`src/rtl/cache_fill_fsm.sv`:
```
// cache_fill_fsm
//   Miss-handling fill engine between the cache arrays and a multicycle
//   main memory (4-cycle read latency, 16-bit words). A miss stalls the
//   pipeline and starts a block fill. The engine issues one word read per
//   cycle for the whole block. Each returning word is steered into the data
//   array. The tag/valid write is pulsed together with the final word.
//
//   Optional feature macro: CACHE_FILL_PERF_EN
//     Adds the miss_count and fill_active_cycles performance counters.
//
// Ports
//   clk                 system clock, rising edge
//   rst_n               asynchronous active-low reset
//   miss_detected       level, cache lookup missed this cycle
//   miss_address        byte address of the missing access
//   memory_data_valid   memory read data valid this cycle
//   memory_data         memory read data
//   fsm_busy            stall request to pipeline/cache
//   mem_en              memory read enable (one request per cycle)
//   mem_wr              memory write enable, always 0
//   memory_address      read request address
//   write_data_array    data-array write strobe
//   data_word_sel       word index within the block for the data-array write
//   data_array_in       word written into the data array
//   write_tag_array     one-cycle tag/valid update strobe
//   fill_block_addr     latched block-aligned address of the current/last fill
//   miss_count          (CACHE_FILL_PERF_EN) IDLE->FILL transitions, wrapping
//   fill_active_cycles  (CACHE_FILL_PERF_EN) cycles spent in FILL, saturating
module cache_fill_fsm #(
    parameter int ADDR_WIDTH      = 16,
    parameter int WORDS_PER_BLOCK = 8
) (
    input  logic                               clk,
    input  logic                               rst_n,
    input  logic                               miss_detected,
    input  logic [ADDR_WIDTH-1:0]              miss_address,
    input  logic                               memory_data_valid,
    input  logic [15:0]                        memory_data,
    output logic                               fsm_busy,
    output logic                               mem_en,
    output logic                               mem_wr,
    output logic [ADDR_WIDTH-1:0]              memory_address,
    output logic                               write_data_array,
    output logic [$clog2(WORDS_PER_BLOCK)-1:0] data_word_sel,
    output logic [15:0]                        data_array_in,
    output logic                               write_tag_array,
`ifdef CACHE_FILL_PERF_EN
    output logic [15:0]                        miss_count,
    output logic [15:0]                        fill_active_cycles,
`endif
    output logic [ADDR_WIDTH-1:0]              fill_block_addr
);

    localparam int SEL_W = $clog2(WORDS_PER_BLOCK);
    // Byte offset covers the word index plus the byte-in-word bit.
    localparam int OFF_W = SEL_W + 1;
    localparam int CNT_W = SEL_W + 1;

    localparam logic [ADDR_WIDTH-1:0] OFF_MASK   = ADDR_WIDTH'((1 << OFF_W) - 1);
    localparam logic [CNT_W-1:0]      ISSUE_DONE = CNT_W'(WORDS_PER_BLOCK);
    localparam logic [SEL_W-1:0]      LAST_WORD  = SEL_W'(WORDS_PER_BLOCK - 1);

    typedef enum logic {
        IDLE = 1'b0,
        FILL = 1'b1
    } state_t;

    state_t                state, state_nxt;
    logic [ADDR_WIDTH-1:0] base;
    logic [CNT_W-1:0]      issue_cnt;
    logic [SEL_W-1:0]      recv_cnt;

    logic                  in_fill;
    logic                  start_fill;
    logic                  last_beat;
    logic                  issuing;
    logic [ADDR_WIDTH-1:0] word_off;

    assign in_fill    = (state == FILL);
    assign start_fill = (state == IDLE) && miss_detected;
    assign last_beat  = in_fill && memory_data_valid && (recv_cnt == LAST_WORD);
    // issue_cnt saturates at ISSUE_DONE, which doubles as the "all requested" flag.
    assign issuing    = in_fill && (issue_cnt < ISSUE_DONE);

    always_comb begin
        state_nxt        = state;
        word_off         = '0;
        fsm_busy         = in_fill || start_fill;
        mem_en           = issuing;
        mem_wr           = 1'b0;
        memory_address   = '0;
        write_data_array = in_fill && memory_data_valid;
        data_word_sel    = recv_cnt;
        data_array_in    = '0;
        write_tag_array  = last_beat;
        fill_block_addr  = base;

        if (start_fill) begin
            state_nxt = FILL;
        end
        if (last_beat) begin
            state_nxt = IDLE;
        end

        // base is block aligned, so OR-ing the word offset never carries.
        word_off[SEL_W:1] = issue_cnt[SEL_W-1:0];
        if (issuing) begin
            memory_address = base | word_off;
        end
        if (write_data_array) begin
            data_array_in = memory_data;
        end
    end

    always_ff @(posedge clk or negedge rst_n) begin
        if (!rst_n) begin
            state     <= IDLE;
            base      <= '0;
            issue_cnt <= '0;
            recv_cnt  <= '0;
        end else begin
            state <= state_nxt;
            if (start_fill) begin
                base      <= miss_address & ~OFF_MASK;
                issue_cnt <= '0;
                recv_cnt  <= '0;
            end else if (in_fill) begin
                if (issuing) begin
                    issue_cnt <= issue_cnt + 1'b1;
                end
                if (memory_data_valid) begin
                    recv_cnt <= recv_cnt + 1'b1;
                end
            end
        end
    end

`ifdef CACHE_FILL_PERF_EN
    function automatic logic [15:0] sat_inc16(input logic [15:0] v);
        return (v == 16'hFFFF) ? v : v + 16'd1;
    endfunction

    always_ff @(posedge clk or negedge rst_n) begin
        if (!rst_n) begin
            miss_count         <= '0;
            fill_active_cycles <= '0;
        end else begin
            if (start_fill) begin
                miss_count <= miss_count + 16'd1;
            end
            if (in_fill) begin
                fill_active_cycles <= sat_inc16(fill_active_cycles);
            end
        end
    end
`endif

endmodule

```
`config.mk`:
```
export PLATFORM = sky130hd
export DESIGN_NAME = cache_fill_fsm
export DESIGN_NICKNAME = d
export VERILOG_FILES = /design/src/rtl/cache_fill_fsm.sv
export SDC_FILE = /design/constraint.sdc
export NUM_CORES = 1
export LEC_CHECK = 0
export ABC_AREA = 1
export BUFFER_PORTS_ARGS = -buffer_cell sky130_fd_sc_hd__buf_2
export CORE_ASPECT_RATIO = 1.5
export CORE_MARGIN = 2
export CORE_UTILIZATION = 41
export CTS_BUF_LIST = sky130_fd_sc_hd__clkbuf_2
export DETAILED_ROUTE_END_ITERATION = 8
export MAX_ROUTING_LAYER = met4
export PLACE_DENSITY = 0.9
export RECOVER_POWER = 50
export SYNTH_ARGS = -nofsm -noshare
export SYNTH_HDL_FRONTEND = slang
export SYNTH_SLANG_ARGS = --single-unit
```
`constraint.sdc`:
```
create_clock -name clk -period 1.3 [get_ports clk]
set_clock_uncertainty 0.05 [all_clocks]
set_input_delay 0.26 -clock clk [delete_from_list [all_inputs] [get_ports clk]]
set_output_delay 0.26 -clock clk [all_outputs]
set_load 0.02 [all_outputs]
```
==> metrics <==
Non-Filler Instances=approximately 300; initial antenna violation count=0; RSZ-0062 raised after global routing=true; routability cong.=between 0.7 and 0.8; dpl hpwl=between 2000 and 2500 um; CTS Buf Count=3; most common library cells after synthesis=nand2_1 (39), inv_1 (37), nor2_1 (32), nand3_1 (21), dfrtp_1 (20); final number of setup-violating endpoints=37; post-synthesis sequential area ratio=42.5%; die area=between 3000 and 4000 um^2; CTS clock-pin slew for the worst setup and hold paths=around 0.2 ns; LEAKAGE=0.00121 uW; I/O pin cnt=92; CTS tree=done; Post-Synthesis Cell Area=~1200 um^2; Metal-1 WL=~1400 um; FF-to-FF End=data_word_sel[0]; pwr dens=between 1500 and 2000 nW/um^2; Final Max Tran Viols=0; CP Class=reg2out; metal2 WL=roughly 2500 um; ranking of synthesized cells by area=dfrtp_1 (42%), nand2_1 (12%), inv_1 (12%); Rows=23; startpoint types=flop; VDD IR-drop max=0.00148 V; vias in the first global route=roughly 1200; clock latency on the worst-skew pair=about 0.31 ns; Syn-to-layout area delta=74.3%; Residual DRC=0; via/cell ratio=4.63; Setup WS pre-CTS=-0.0794 ns; Crit path largest cell delay=around 0.50 ns; die height=about 70 um; share of cells above drive strength 1=approximately 50%; Ys Warns=0; Die Span X=approximately 48 um; first-pass GRT wire length=5500 um; Root Buffer=clkbuf_2; post-DR wirelength/cell=13.5 um; Filler cells=around 190; crit path max fanout=7; violated checks=setup timing; first drt pass iteration count=4; Final Core Density=between 70 and 80%; Worst Reg-to-Reg Cells=5; final worst-path cycle share=130%; final hold viol count=0; Crit-path slowest cell=dfrtp_2; total global routing overflow=0; CTS Sinks=20; Main synth FF type=dfrtp_1; total wire length=between 4000 and 5000 um; Initial DRC Count=20; most area-hungry cell type in the Yosys netlist=dfrtp_1; Post-synth EDFFs=0; reg2reg setup slack=~0.05 ns; Achievable Freq=590 MHz; Worst EP required=around 1 ns; met3 WL=103 um; initial core utilization=between 40 and 50%; post-detailed-route count of antenna-violating nets=0; status=complete, but fails checks; core area=around 2700 um^2; port bufs=between 80 and 90; ys async rst share=100%; count leader, synth=nand2_1; CP cell instances=nand2_4 > buf_6 > nor2_1 > buf_4; PnR worst setup slack=-0.395 ns; Arr. time, crit path=approximately 1.4 ns; CP Capture Type=primary output; Worst Setup EP=data_array_in[4]; H-tree Lvls=1; MaxCap Viol Count=0; Net count, final=between 300 and 400; Area after DPL=between 1500 and 2000 um^2; design area=approximately 2100 um^2; WHS=about 0.12 ns; Cell variety after synth=17; Diodes inserted=0; vias post-DR=between 1000 and 1500; gr usage total=between 20% and 30%; Yosys reg bits=20; Tmin final=between 1.5 and 2 ns; r2r startpoint=in_fill; worst hold path class=in2reg; Clock Tree Buf Depth=2; Cells after Synth=between 150 and 200; highest metal used=met4; Yosys top cell area share=42.5%; Mapped Avg Cell Area=approximately 6.9 um^2; placed cells=between 200 and 300; Setup crit start=in_fill; pin count of the biggest net entering global routing=21
[cell type report]
cell class	instances	area, um^2	share of cell area, %
timing repair buffer	98	713	34.7
multi-input combinational	107	621	30.2
sequential	20	504	24.5
inverter	38	150	7.31
tap	37	46.3	2.25
clock buffer	4	20.0	0.974
[state kept, by name (all words and copies together) (netlist names)]
signal and count:
in_fill 1, data_word_sel 3, fill_block_addr 12, issue_cnt 4
[per-layer routing]
layer  vias up  global-route usage [%]
met1       681                    25.4
li1        678                       -
met5         -                       -
met2        42                    38.8
met3         8                    2.34
met4         0                    11.4
[critical path, delay by kind of cell, from the launching register on]
family                 cells  cell delay, ns
DFF                        1            0.50
buffers and inverters      2            0.33
and+or+nand+nor            2            0.23
[layout by cell type, fill, tap and decap left out, types with 2 or more instances in the layout]
cell      instances
buf_6            24
nand2_1          38
buf_4            19
dfrtp_2           3
dfrtp_1          17
nor2_4           14
inv_2             2
nor2_1           17
inv_1            34
clkbuf_2          5
ha_4              2
conb_1            6
buf_8             2
nand2_4           3
nand3_1          21
nor2_2            2
buf_2            51
[per-stage QoR]
| step | power [uW] | setup TNS, ns |
|---|---|---|
| final | 4050 | -10.20 |
| after global routing | 4330 | -14.10 |
| after CTS | 3840 | -9.52 |
| after detailed placement | 3260 | -0.148 |
| after global placement | 3180 | -0.0286 |
| after floorplan | 2480 | -0.339 |
[how the worst min path moves through the flow]
stage | to | slack [ns] | from | cells past startpoint
floorplan | data_word_sel[0] | -0.09 | rst_n | 0
global placement | fill_block_addr[5] | 0.18 | rst_n | 1
detailed placement | fill_block_addr[4] | 0.18 | rst_n | 1
CTS | fill_block_addr[12] | 0.11 | miss_address[12] | 3
global route | fill_block_addr[7] | 0.10 | miss_address[7] | 3
finish | fill_block_addr[7] | 0.12 | miss_address[7] | 3
[logic make-up (layout without fill, tap and decap cells)]
logic type	count (synthesis)	count (layout)	share of synthesized area, %
other cells	1	6	0.318
fa+ha+maj	3	3	3.19
buf+inv	50	140	19.0
compound gates	1	1	0.424
simple gates	97	97	34.6
flops	20	20	42.5
[where the power goes]
part / switching [uW] / leakage [uW] / internal [uW]
logic: 1530 / 0.000954 / 1060
clock network: 184 / 0.0000166 / 81.5
registers: 273 / 0.000243 / 917
[what timing repair did]
| action | 4_1_cts | 5_1_grt |
|---|---|---|
| endpoints found under the hold margin | 20 | 0 |
| endpoints found under the setup margin | 36 | 40 |
| hold buffers | 1 | 0 |
| pin swaps | 3 | 0 |
| gates resized for setup | 66 | 36 |
| setup buffers | 2 | 3 |
| cloned | 1 | 0 |
Note: power is estimated with default switching activity, not from simulation.
